<file path="config.mk">
export PLATFORM = sky130hd
export DESIGN_NAME = pll_clk_sel_ctrl
export DESIGN_NICKNAME = d
export VERILOG_FILES = /design/src/rtl/pll_clk_sel_ctrl.sv
export SDC_FILE = /design/constraint.sdc
export NUM_CORES = 1
export LEC_CHECK = 0
export ABC_AREA = 0
export BUFFER_PORTS_ARGS = -buffer_cell sky130_fd_sc_hd__buf_4
export CAP_MARGIN = 10
export CORE_ASPECT_RATIO = 0.8
export CORE_MARGIN = 2
export CORE_UTILIZATION = 45
export CTS_CLUSTER_DIAMETER = 40
export DETAILED_ROUTE_END_ITERATION = 10
export PLACE_DENSITY_LB_ADDON = 0.15
export SYNTH_ARGS = -nofsm -noshare
export SYNTH_HDL_FRONTEND = slang
export SYNTH_SLANG_ARGS = --single-unit
</file>
<file path="constraint.sdc">
create_clock -name clk -period 2.6 [get_ports clk]
set_input_delay 0.39 -clock clk [delete_from_list [all_inputs] [get_ports clk]]
set_output_delay 0.39 -clock clk [all_outputs]
set_load 0.005 [all_outputs]
</file>
<file path="src/rtl/pll_clk_sel_ctrl.sv">
// PLL reset sequencing and clock-mux select control with debounced button/switch inputs.
// The mux select is only applied once the PLL has held lock for a full settle window.
module pll_clk_sel_ctrl #(
  parameter int unsigned DEBOUNCE_CYCLES    = 1000000,
  parameter int unsigned RST_PULSE_CYCLES   = 100,
  parameter int unsigned LOCK_WAIT_CYCLES   = 1000,
  parameter int unsigned SWITCH_HOLD_CYCLES = 16,
  parameter int unsigned LOSS_CNT_WIDTH     = 8
) (
  input  logic                      clk,
  input  logic                      rst_n,
  input  logic                      btn_raw,
  input  logic [1:0]                sw_raw,
  input  logic                      pll_locked,
  output logic                      pll_rst,
  output logic [1:0]                sel,
  output logic                      ready,
  output logic [LOSS_CNT_WIDTH-1:0] loss_count
);

  localparam int unsigned NDB     = 3;
  localparam int unsigned DB_W    = $clog2(DEBOUNCE_CYCLES + 1);
  localparam int unsigned MAX_A   = (RST_PULSE_CYCLES > LOCK_WAIT_CYCLES) ? RST_PULSE_CYCLES
                                                                          : LOCK_WAIT_CYCLES;
  localparam int unsigned MAX_CNT = (MAX_A > SWITCH_HOLD_CYCLES) ? MAX_A : SWITCH_HOLD_CYCLES;
  localparam int unsigned CNT_W   = $clog2(MAX_CNT + 1);

  typedef enum logic [2:0] {
    S_RST_PULSE = 3'd0,
    S_WAIT_LOCK = 3'd1,
    S_SETTLE    = 3'd2,
    S_RUN       = 3'd3,
    S_SWITCH    = 3'd4
  } state_t;

  // Two-flop synchronizers; bit 3 = pll_locked, bits 2:1 = sw, bit 0 = btn.
  logic [3:0] sync1, sync2;

  always_ff @(posedge clk or negedge rst_n) begin
    if (!rst_n) begin
      sync1 <= '0;
      sync2 <= '0;
    end else begin
      sync1 <= {pll_locked, sw_raw, btn_raw};
      sync2 <= sync1;
    end
  end

  logic locked_sync;
  assign locked_sync = sync2[3];

  // Per-bit debounce: a value is accepted only after an unbroken run of differing samples.
  logic [NDB-1:0]  db;
  logic [DB_W-1:0] db_cnt [NDB];
  logic            btn_q;

  always_ff @(posedge clk or negedge rst_n) begin
    if (!rst_n) begin
      db    <= '0;
      btn_q <= 1'b0;
      for (int i = 0; i < NDB; i++) db_cnt[i] <= '0;
    end else begin
      btn_q <= db[0];
      for (int i = 0; i < NDB; i++) begin
        if (sync2[i] == db[i]) begin
          db_cnt[i] <= '0;
        end else if (db_cnt[i] == DB_W'(DEBOUNCE_CYCLES - 1)) begin
          db[i]     <= sync2[i];
          db_cnt[i] <= '0;
        end else begin
          db_cnt[i] <= db_cnt[i] + DB_W'(1);
        end
      end
    end
  end

  logic       btn_press_c;
  logic [1:0] sw_db;
  assign btn_press_c = db[0] & ~btn_q;
  assign sw_db       = db[2:1];

  state_t                    state, state_d;
  logic [CNT_W-1:0]          cnt, cnt_d;
  logic [1:0]                sel_d;
  logic [LOSS_CNT_WIDTH-1:0] loss_d;
  logic                      restart;

  always_comb begin
    state_d = state;
    cnt_d   = '0;
    sel_d   = sel;
    loss_d  = loss_count;
    restart = 1'b0;
    case (state)
      S_RST_PULSE: begin
        cnt_d = cnt + CNT_W'(1);
        if (cnt == CNT_W'(RST_PULSE_CYCLES - 1)) state_d = S_WAIT_LOCK;
      end
      S_WAIT_LOCK: begin
        if (btn_press_c)      state_d = S_RST_PULSE;
        else if (locked_sync) state_d = S_SETTLE;
      end
      S_SETTLE: begin
        cnt_d = cnt + CNT_W'(1);
        if (!locked_sync)     state_d = S_WAIT_LOCK;
        else if (btn_press_c) state_d = S_RST_PULSE;
        else if (cnt == CNT_W'(LOCK_WAIT_CYCLES - 1)) begin
          state_d = S_RUN;
          sel_d   = sw_db;
        end
      end
      S_RUN, S_SWITCH: begin
        cnt_d = cnt + CNT_W'(1);
        if (!locked_sync) begin
          if (loss_count != {LOSS_CNT_WIDTH{1'b1}}) loss_d = loss_count + LOSS_CNT_WIDTH'(1);
          state_d = S_WAIT_LOCK;
        end else if (btn_press_c) begin
          state_d = S_RST_PULSE;
        end else if (sw_db != sel) begin
          sel_d   = sw_db;
          state_d = S_SWITCH;
          restart = 1'b1;
        end else if (state == S_SWITCH && cnt == CNT_W'(SWITCH_HOLD_CYCLES - 1)) begin
          state_d = S_RUN;
        end
      end
      default: state_d = S_RST_PULSE;
    endcase
    // Every state entry (including a switch re-entry) starts its timer from zero.
    if (state_d != state || restart) cnt_d = '0;
  end

  always_ff @(posedge clk or negedge rst_n) begin
    if (!rst_n) begin
      state      <= S_RST_PULSE;
      cnt        <= '0;
      pll_rst    <= 1'b1;
      sel        <= 2'b00;
      ready      <= 1'b0;
      loss_count <= '0;
    end else begin
      state      <= state_d;
      cnt        <= cnt_d;
      sel        <= sel_d;
      loss_count <= loss_d;
      pll_rst    <= (state_d == S_RST_PULSE);
      ready      <= (state_d == S_RUN);
    end
  end

endmodule

</file>
Word-level counts from Yosys, hierarchy flattened
Cells that the tools add are included.

operators by class
  add/subtract/negate cells = 5
  equal/unequal tests = 23
  muxes and demuxes = 30
  bitwise operators = 6
  reductions and logical operators = 12

operator list
  operator                                               count
  2-to-1 mux 20 bit                                      6
  adder 20 x 1 -> 20 bit (second input constant)         3
  equality test 20 bit (second input constant)           3
  2-to-1 mux 3 bit                                       10
  2-to-1 mux 10 bit                                      2
  2-to-1 mux 2 bit                                       6
  != test 2 bit (second input constant)                  6
  case mux 3 bit (4 select lines)                        1
  adder 10 x 1 -> 10 bit (second input constant)         1
  equality test 10 bit (second input constant)           1
  equality test 10 x 4 -> 1 bit (second input constant)  1
  equality test 10 x 7 -> 1 bit (second input constant)  1
  equality test 3 x 2 -> 1 bit (second input constant)   3
  adder 8 x 1 -> 8 bit (second input constant)           1
  != test 8 bit (second input constant)                  1
  AND reduction 7 bit                                    1
  zero test 3 bit                                        2
  AND reduction 2 bit                                    3
  NOT 1 bit                                              5
  2-to-1 mux 1 bit                                       4
  case mux 2 bit (2 select lines)                        1
  OR reduction 4 bit                                     1
  equality test 1 bit                                    3
  equality test 3 x 1 -> 1 bit (second input constant)   1
  9 further kinds                                        9

storage, ports and cells
  bits in registers = 97
  output and inout port bits = 12
  logic and storage cells = 91

Longest topological paths before layout
Gate-level depths: netlist of run 1.

  depth in word-level cells = 10
  gate-level depth with buffers = 8
  gate-level depth less buffers = 6

Worst setup path after synthesis of run 1
No wires, ideal clock.

  kind = reg-to-reg
  start = reg cnt[0]
  end = reg cnt[2]
  library setup time = 0.134 ns
  arrival time = 1.763 ns
  setup slack = 0.704 ns
  cell stages (with the launch flop) = 7
  buffers on the path = 0
  cells stage by stage = dfrtp_1 ha_1 or4b_4 nor4_1 a31oi_1 a21oi_4 nor3_1

between the ends
  word-level cells in the longest chain between the ends = 10
  elaborated cells on any way between the ends = 18

ends and longest elaborated chain
  item                             line  RTL
  start, declared                  83    logic [CNT_W-1:0] cnt, cnt_d;
  start signal, assigned           143   cnt <= cnt_d;
  equality test 10 x 4 -> 1 bit    123   end else if (state == S_SWITCH && cnt == CNT_W'(SWITCH_HOLD_CYCLES - 1)) begin
  logical AND 1 bit                123
  2-to-1 mux 3 bit                 123
  2-to-1 mux 3 bit                 119   end else if (sw_db != sel) begin
  2-to-1 mux 3 bit                 117   end else if (btn_press_c) begin
  2-to-1 mux 3 bit                 114   if (!locked_sync) begin
  case mux 3 bit (4 select lines)  94    case (state)
  != test 3 bit                    130   if (state_d != state || restart) cnt_d = '0;
  logical OR 1 bit                 130
  2-to-1 mux 10 bit *              130
  net cnt_d[2]                     83

Mark *: on every way through the listed nets, which the timed path passes. The rest lies on a longest branch.
A chain may end at the register's enable or synchronous reset.

Worst setup path after layout of run 1
  start = reg cnt[0]
  end = reg cnt[1]

Same word-level chain as after synthesis.

==> impl_metrics.py, run 1 <==
metrics = {
    "global_route": {
        "grt_pass1_vias": 3022,
        "gr-total-overflow": 0,
        "grt_max_degree": 72,
        "antenna_found_initial": 0,
        "grtUsageTotal_pct": 16.89,
        "grt_pass1_wl_um": 14710,
    },
    "setup_path": {
        "crit_path_max_fanout": 9,
        "r2r_slack_ns": 0.46,
        "r2r-start": "cnt[0]",
        "critical_path_class": "flip-flop to flip-flop",
        "crit_arrival_ns": 2.34,
        "crit_required_ns": 2.80,
        "slowest_stage": "or4b_4",
        "crit_chain": "ha_1, or4b_4, nor4_1, a31oi_1, a21oi_4, nor3b_1",
        "cp-start-kind": "flip-flop",
        "slowest_delay_ns": 0.51,
        "crit_family": "simple AND/OR/NAND/NOR gates",
        "end_kind": "flip-flop",
        "cp-startpoint": "cnt[0]",
        "path_buf_inv": 0,
    },
    "floorplanning": {
        "coreArea_um2": 9769,
        "ioPinCount": 18,
        "die_w_um": 116.9,
        "die_area_um2": 11020,
        "initial_utilization_pct": 46.95,
        "die_h_um": 94.30,
        "num_rows": 32,
    },
    "routing": {
        "routed_wl_um": 8272,
        "dr_wl_met2_um": 3522,
        "via_per_inst": 5.245,
        "wl_met1_um": 4404,
        "postRouteAntennaNets": 0,
        "drt-pass1-iter-count": 5,
        "maxUsedRoutingLayer": "met4",
        "remaining_drc_errors": 0,
        "wl_met3_um": 212,
        "drt_iter0_drc": 130,
        "vias": 3126,
        "post_drt_wl_per_cell_um": 13.88,
    },
    "final_layout": {
        "final_core_util_pct": 52.37,
        "layout_common_cells": "dfrtp_1 (96), nor2_1 (66), xor2_1 (38), nand2_1 (33), xnor2_1 (32)",
        "drive_gt1_share_pct": 10.87,
        "diodes": 0,
        "seq_area_um2": 2429,
        "final_area_um2": 5116,
        "final_common_cell": "dfrtp_1",
        "multi_input_area_um2": 2085,
        "syn_to_final_growth_pct": 11.54,
        "fill_cells": 904,
        "nNetsFinal": 468,
    },
    "sta": {
        "hold_violations": 0,
        "clock.fmax_ghz": 0.4675,
        "worst_slack_ns": 0.4611,
        "finalMaxSlewViolations": 0,
        "tightestPinTransition_ns": 0.5900,
        "hold-worst-slack_ns": 0.1581,
        "skew_ns": 0.005865,
        "relSlewSlack_pct": 60.67,
        "rsz0062_at_grt": "no",
        "period_needed_ns": 2.139,
        "finalSetupViolCount": 0,
        "fin_setup_tns_ns": 0,
        "fin_crit_sh_pct": 82.27,
    },
    "place": {
        "gp_congestion": 0.8298,
        "dp_slack_ns": 0.4617,
        "dp_hpwl_um": 5627,
        "post_dp_cell_area_um2": 4861,
        "port_buffers": 17,
    },
    "yosys": {
        "netlist_area_um2": 4587,
        "synth-edff-count": 0,
        "netlist_instances": 437,
        "ys_ff_latch": 97,
        "synthXorXnorAreaFrac_pct": 13.37,
        "yosysWarnings": 0,
        "synth-main-ff-cell": "dfrtp_1",
        "ys_types": 48,
        "synth_mux_area_share_pct": 1.473,
        "synth-simple-area-share_pct": 25.40,
        "syn_area_per_cell_um2": 10.50,
        "synth_compound_area_share_pct": 3.846,
        "synth_top_family_by_area": "simple AND/OR/NAND/NOR gates",
        "ys_seq_area_share_pct": 52.95,
        "synth_nets": 448,
        "async_flop_share_pct": 100.0,
        "synth_fa_ha_area_share_pct": 1.364,
    },
    "run": {
        "timing.max_cap.violations": 0,
    },
    "pwr": {
        "p_leak_nw": 2.201,
        "p_clk_share_pct": 41.5,
        "power_density_nw_per_um2": 541.6,
        "p_seq_share_pct": 55.7,
        "p_int_w": 0.002188,
        "p_sw_w": 0.0005826,
        "p_sw_share_pct": 21.03,
        "ir_drop_mv": 0.4162,
        "p_comb_share_pct": 2.8,
    },
    "clocking": {
        "h-tree-depth": 3,
        "clock_path_buffers": 2,
        "cts_root_buf": "clkbuf_16",
        "clk_pin_slew_ns": 0.06,
        "cts_tree": "done",
        "cts_setup_buffers": 0,
        "cts_made_buffers": 9,
        "clkSinkCount": 97,
        "clk_latency_ns": 0.34,
    },
    "worst_hold_path": {
        "hold_class": "input pin to flip-flop",
        "min_from": "pll_locked",
    },
    "run_status": {
        "status": "completed",
    },
}
-- timing repair --
| item | 4_1_cts | 5_1_grt |
|---|---|---|
| hold buffers | 1 | 0 |
| gates resized for setup | 0 | 0 |
| hold endpoints to repair | 26 | 0 |
| endpoints found under the setup margin | 0 | 0 |
-- cell families after synthesis --
kind of cell | after synthesis
AOI/OAI and AO/OA | 23
xor gates and xnor gates | 70
adders and majority gates | 5
buffers and inverters | 17
DFF | 97
muxes | 6
and+or+nand+nor | 219
-- synthesized netlist by cell type, types with 2 or more instances --
cell / number / area, um2
mux2_2: 6 / 67.56
nand3_1: 26 / 130.1
dfrtp_1: 96 / 2402
and2_1: 3 / 18.77
or3_1: 4 / 25.02
nor4b_1: 4 / 35.03
and4_1: 5 / 43.79
nor2_1: 66 / 247.7
nor3_1: 11 / 55.05
inv_1: 6 / 22.52
or2_2: 4 / 25.02
or4bb_1: 3 / 33.78
a31oi_1: 2 / 12.51
o21ai_0: 3 / 15.01
nor4_2: 3 / 37.54
buf_2: 4 / 20.02
xor2_1: 38 / 332.8
nand2_1: 33 / 123.9
nand2b_1: 3 / 18.77
nand3b_1: 2 / 15.01
a21oi_1: 7 / 35.03
xnor2_1: 32 / 280.3
nor3b_1: 2 / 15.01
clkbuf_1: 5 / 18.77
and3_1: 16 / 100.1
ha_1: 5 / 62.56
nor4_1: 11 / 68.82
nand4_1: 17 / 106.4
-- flip-flops by register name (all words and copies together) (netlist names) --
register,cells
btn_q,1
sel,2
sync2,4
db_cnt,60
ready,1
state,3
pll_rst,1
sync1,4
db,3
cnt,10
loss_count,8
-- stage by stage --
step                      instances  power [W]
final                           596   0.002771
after global routing            596   0.002885
after floorplan                 437   0.001603
after CTS                       596   0.002817
after global placement          581   0.001650
after detailed placement        581   0.001652
-- layer usage --
metal | vias to the layer above | global-route usage [%]
li1 | 1559 | -
met1 | 1514 | 25.55
met2 | 38 | 23.75
met3 | 15 | 3.806
met4 | 0 | 5.980
met5 | - | 0
-- cell type report --
class	count	area share, %
Sequential cell	97	47.47
Multi-Input combinational cell	323	40.74
Clock buffer	13	4.696
Tap cell	136	3.326
Timing Repair Buffer	20	3.228
Inverter	6	0.4402
Clock inverter	1	0.09782
-- worst paths after layout --
path | end | depth (start not counted)
worst min register to register | sync2[2] | 0
worst max register to register | cnt[1] | 6
worst min-delay path | sync1[3] | 1
worst max-delay path | cnt[1] | 6
min in group asynchronous | db_cnt[6] | 2
max in group asynchronous | pll_rst | 3
-- power by group through the flow --
| stage | combinational [W] | clock, W | sequential, W |
|---|---|---|---|
| floorplan | 0.0000357 | 0 | 0.00157 |
| global placement | 0.0000798 | 0 | 0.00157 |
| detailed placement | 0.0000813 | 0 | 0.00157 |
| CTS | 0.0000826 | 0.00119 | 0.00154 |
| finish | 0.0000784 | 0.00115 | 0.00154 |
| global route | 0.0000941 | 0.00125 | 0.00154 |
No activity file was read; power rests on OpenSTA's default activity.
==> run 2: changes to the inputs <==
==> constraint.sdc (replaced) <==
create_clock -name clk -period 2.16 [get_ports clk]
set_input_delay 0.324 -clock clk [delete_from_list [all_inputs] [get_ports clk]]
set_output_delay 0.324 -clock clk [all_outputs]
set_load 0.005 [all_outputs]
==> run 2 against run 1 <==
Final cell count increased by 2.2%. Maximum frequency grew 2.0%. Worst hold slack worse by 0.071 ns. Worst setup slack lost 0.40 ns. Critical endpoint is now cnt[6]. Highest routed layer unchanged.
==> impl_metrics.py, run 2 (synthesis results as in run 1) <==
metrics = {
    "run_status": {
        "status": "completed",
    },
    "setup_path": {
        "endpoint": "cnt[6]",
        "r2r-start": "cnt[0]",
        "crit_arrival_ns": 2.32,
        "r2r_slack_ns": 0.06,
        "critical_path_class": "flip-flop to flip-flop",
        "crit_path_max_fanout": 4,
        "reg2reg_depth": 6,
        "reg2reg_to": "cnt[6]",
        "cp-start-kind": "flip-flop",
        "end_kind": "flip-flop",
        "cp-startpoint": "cnt[0]",
        "crit_required_ns": 2.38,
    },
    "clocking": {
        "clk_pin_slew_ns": 0.06,
        "cts_tree": "done",
        "cts_made_buffers": 9,
        "clk_latency_ns": 0.34,
        "cts_root_buf": "clkbuf_16",
        "h-tree-depth": 3,
        "clkSinkCount": 97,
        "clock_path_buffers": 2,
    },
    "global_route": {
        "grt_max_degree": 38,
        "grt_pass1_wl_um": 14660,
        "gr-total-overflow": 0,
        "antenna_found_initial": 0,
        "grtUsageTotal_pct": 16.94,
        "grt_pass1_vias": 2995,
    },
    "run": {
        "timing.max_cap.violations": 0,
    },
    "final_layout": {
        "final_core_util_pct": 54.20,
        "syn_to_final_growth_pct": 15.44,
        "layout_common_cells": "dfrtp_1 (96), nor2_1 (66), xor2_1 (38), nand2_1 (33), xnor2_1 (32)",
        "largest_register": "db_cnt",
        "nNetsFinal": 479,
        "reg_top3": "db_cnt (60), cnt (10), loss_count (8)",
        "largest_reg_flops": 60,
        "drive_gt1_share_pct": 14.59,
        "diodes": 0,
        "final_common_cell": "dfrtp_1",
    },
    "floorplanning": {
        "die_w_um": 116.9,
        "num_rows": 32,
        "coreArea_um2": 9769,
        "die_h_um": 94.30,
        "initial_utilization_pct": 46.95,
        "die_area_um2": 11020,
        "ioPinCount": 18,
    },
    "routing": {
        "routed_wl_um": 8327,
        "remaining_drc_errors": 0,
        "via_per_inst": 5.212,
        "drt-pass1-iter-count": 4,
        "drt_iter0_drc": 115,
        "post_drt_wl_per_cell_um": 13.67,
        "postRouteAntennaNets": 0,
        "vias": 3174,
    },
    "worst_hold_path": {
        "hold_class": "input pin to flip-flop",
        "min_path_cells": 1,
    },
    "pwr": {
        "ir_drop_mv": 0.5544,
        "p_leak_nw": 2.281,
        "power_density_nw_per_um2": 666.9,
        "finalPower_w": 0.003531,
    },
    "sta": {
        "fin_setup_tns_ns": 0,
        "tightestPinTransition_ns": 0.4913,
        "relSlewSlack_pct": 66.95,
        "finalSetupViolCount": 0,
        "finalMaxSlewViolations": 0,
        "skew_ns": 0.004231,
        "period_needed_ns": 2.098,
        "hold-worst-slack_ns": 0.08714,
        "clock.fmax_ghz": 0.4768,
        "fin_crit_sh_pct": 97.11,
        "hold_violations": 0,
    },
    "place": {
        "dp_hpwl_um": 5805,
        "port_buffers": 17,
        "gp_congestion": 0.8284,
    },
}
==> run 2: worst max-delay path, cell delays in order, from the launching register on <==
cell,delay (ns)
dfrtp_1,0.39
ha_2,0.23
or4b_4,0.50
nor4_2,0.33
a31oi_2,0.14
a21oi_2,0.30
nor3_1,0.09
==> run 2: power by group <==
group / switching [W] / internal (W)
combinational: 0.0000673 / 0.0000307
sequential: 0.0000179 / 0.00184
clock: 0.000653 / 0.000925
total: 0.000738 / 0.00279
==> run 2: timing repair <==
action | in CTS | in global routing
buffers inserted | 0 | 0
hold endpoints to repair | 35 | 0
hold buffers | 1 | 0
setup endpoints to repair | 0 | 19
gates resized for setup | 0 | 7
==> run 2: through the flow <==
step | setup WS, ns | cell area (um2) | cells
final | 0.06250 | 5295 | 609
after global routing | -0.03309 | 5295 | 609
after CTS | 0.04222 | 5256 | 608
after detailed placement | 0.04623 | 4949 | 591
after global placement | 0.1134 | 4949 | 591
after floorplan | 0.2638 | 4587 | 437
==> run 2: area by class of cell <==
type / instances / area, um2
clock buffer: 11 / 242.7
clock inverter: 5 / 55.05
fill: 887 / 4474
inverter: 6 / 22.52
multi-input combinational: 324 / 2123
sequential: 97 / 2429
tap: 136 / 170.2
timing repair buffer: 30 / 252.7
==> run 2: layer usage <==
layer	vias up	track usage, %	share of wire, %
met5	-	0	0
met4	0	5.588	0.94
met3	6	4.065	4.1
met2	47	23.27	42
met1	1528	26.13	53
li1	1593	-	-
==> run 2: how the worst min path moves through the flow <==
stage	from	to
after detailed placement	rst_n	db_cnt[5]
after CTS	pll_locked	sync1[3]
after global routing	pll_locked	sync1[3]
final	pll_locked	sync1[3]
after floorplan	rst_n	btn_q
after global placement	rst_n	db_cnt[6]
==> run 3: changes to the inputs <==
--- a/config.mk
+++ b/config.mk
@@ -13,7 +13,9 @@
 export CORE_UTILIZATION = 45
 export CTS_CLUSTER_DIAMETER = 40
 export DETAILED_ROUTE_END_ITERATION = 10
+export GPL_TIMING_DRIVEN = 1
 export PLACE_DENSITY_LB_ADDON = 0.15
+export REMOVE_ABC_BUFFERS = 1
 export SYNTH_ARGS = -nofsm -noshare
 export SYNTH_HDL_FRONTEND = slang
 export SYNTH_SLANG_ARGS = --single-unit
==> run 3 against run 2 <==
Register-to-register slack about the same. Via count decreased by 0.98%. Critical path depth unchanged. Global-route usage decreased by 0.13 points. Clock power increased by 3%. Critical endpoint is now cnt[5]. Sequential share of layout area decreased by 0.25 points. Flip-flop and latch count unchanged. Final cell count decreased by 0.16%. Combinational power increased by 6%. Core utilization increased by 0.29 points.
==> impl_metrics.py, run 3 (synthesis results as in run 1) <==
metrics = {
    "clocking": {
        "cts_made_buffers": 9,
        "cts_tree": "done",
        "clock_path_buffers": 2,
        "cts_setup_buffers": 0,
        "clk_pin_slew_ns": 0.06,
        "h-tree-depth": 3,
        "cts_root_buf": "clkbuf_16",
        "clk_latency_ns": 0.34,
        "clkSinkCount": 97,
    },
    "pwr": {
        "ir_drop_mv": 0.3951,
        "power_density_nw_per_um2": 674.1,
        "p_leak_nw": 2.297,
    },
    "run": {
        "timing.max_cap.violations": 0,
    },
    "global_route": {
        "use_met3_pct": 4.065,
        "gr-usage-met2_pct": 24.28,
        "grt_max_degree": 68,
        "antenna_found_initial": 0,
        "grtUsageTotal_pct": 16.81,
        "grt_pass1_wl_um": 14660,
        "grt_pass1_vias": 3112,
        "top_usage_layer": "met1",
        "met1_usage_pct": 24.64,
        "gr-total-overflow": 0,
    },
    "sta": {
        "finalMaxSlewViolations": 0,
        "tightestPinTransition_ns": 0.5450,
        "relSlewSlack_pct": 63.33,
        "worst_slack_ns": 0.07350,
        "period_needed_ns": 2.086,
        "fin_crit_sh_pct": 96.60,
        "clock.fmax_ghz": 0.4793,
        "hold-worst-slack_ns": 0.08588,
        "finalSetupViolCount": 0,
        "skew_ns": 0.005387,
        "hold_violations": 0,
    },
    "setup_path": {
        "r2r-start": "cnt[0]",
        "r2r_slack_ns": 0.07,
        "reg2reg_to": "cnt[5]",
        "critical_path_class": "flip-flop to flip-flop",
        "reg2reg_depth": 6,
        "crit_chain": "ha_2, or4b_4, nor4_2, a31oi_2, a21oi_2, nor3_1",
        "crit_arrival_ns": 2.31,
        "crit_required_ns": 2.38,
        "endpoint": "cnt[5]",
        "cp-startpoint": "cnt[0]",
        "end_kind": "flip-flop",
        "crit_path_max_fanout": 4,
        "cp-start-kind": "flip-flop",
        "slowest_delay_ns": 0.51,
        "slowest_stage": "or4b_4",
    },
    "routing": {
        "vias": 3143,
        "post_drt_wl_per_cell_um": 13.75,
        "remaining_drc_errors": 0,
        "via_per_inst": 5.169,
        "drt-pass1-iter-count": 6,
        "routed_wl_um": 8360,
        "drt_iter0_drc": 190,
        "postRouteAntennaNets": 0,
    },
    "worst_hold_path": {
        "min_from": "pll_locked",
        "hold_class": "input pin to flip-flop",
    },
    "final_layout": {
        "diodes": 0,
        "layout_common_cells": "dfrtp_1 (96), nor2_1 (66), xor2_1 (38), nand2_1 (33), xnor2_1 (32)",
        "drive_gt1_share_pct": 14.41,
        "largest_reg_flops": 60,
        "largest_register": "db_cnt",
        "nNetsFinal": 478,
        "final_common_cell": "dfrtp_1",
        "fill_cells": 862,
        "reg_top3": "db_cnt (60), cnt (10), loss_count (8)",
        "instances_no_fill": 608,
        "syn_to_final_growth_pct": 16.07,
    },
    "place": {
        "place_inst": 590,
        "dp_hpwl_um": 5488,
        "gp_congestion": 0.8318,
        "dp_slack_ns": 0.08306,
        "port_buffers": 17,
    },
    "floorplanning": {
        "initial_utilization_pct": 46.95,
        "coreArea_um2": 9769,
        "num_rows": 32,
        "ioPinCount": 18,
        "die_h_um": 94.30,
        "die_area_um2": 11020,
        "die_w_um": 116.9,
    },
    "run_status": {
        "status": "completed",
    },
}
-- run 3: routing by layer --
metal  up-vias  share of wire (%)
met5         -                  0
met3         8                2.6
met1      1527                 52
li1       1578                  -
met2        30                 44
met4         0                1.1
-- run 3: area by class of cell --
type | count | area, um2 | area share, %
clock buffer | 14 | 274.0 | 5.147
clock inverter | 2 | 35.03 | 0.6580
inverter | 6 | 22.52 | 0.4230
multi-input combinational | 324 | 2123 | 39.88
sequential | 97 | 2429 | 45.62
tap | 136 | 170.2 | 3.196
timing repair buffer | 29 | 270.3 | 5.076
-- run 3: report_power, final --
group,switching [W],internal [W]
combinational,0.0000688,0.0000354
sequential,0.0000192,0.00184
clock,0.000636,0.000991
total,0.000724,0.00286
-- run 3: what timing repair did --
action	in CTS	in global routing
gates resized for setup	0	5
hold buffers	1	0
setup endpoints to repair	0	26
hold endpoints to repair	30	0
-- run 3: worst min path at each step --
stage	to	slack, ns	cells past startpoint
4_1_cts	sync1[3]	0.07	1
5_1_grt	sync1[3]	0.07	1
6_report	sync1[3]	0.09	1
3_5_place_dp	db_cnt[40]	0.29	1
2_1_floorplan	btn_q	0.03	0
3_3_place_gp	db_cnt[40]	0.30	1
-- run 3: critical path: cells and delay by family, from the launching register on --
kind,cells,cell delay [ns]
adders and majority gates,1,0.22
and+or+nand+nor,3,0.93
DFF,1,0.38
AOI/OAI and AO/OA,2,0.43
-- run 3: metrics by stage --
step / setup TNS, ns / cell area [um2] / power, W / util [%]
floorplan: 0 / 4536 / 0.001925 / -
global placement: 0 / 4966 / 0.001995 / 50.83
detailed placement: 0 / 4966 / 0.001998 / 50.83
CTS: 0 / 5285 / 0.003645 / 54.10
global route: -0.1068 / 5324 / 0.003733 / 54.50
finish: 0 / 5324 / 0.003589 / 54.50
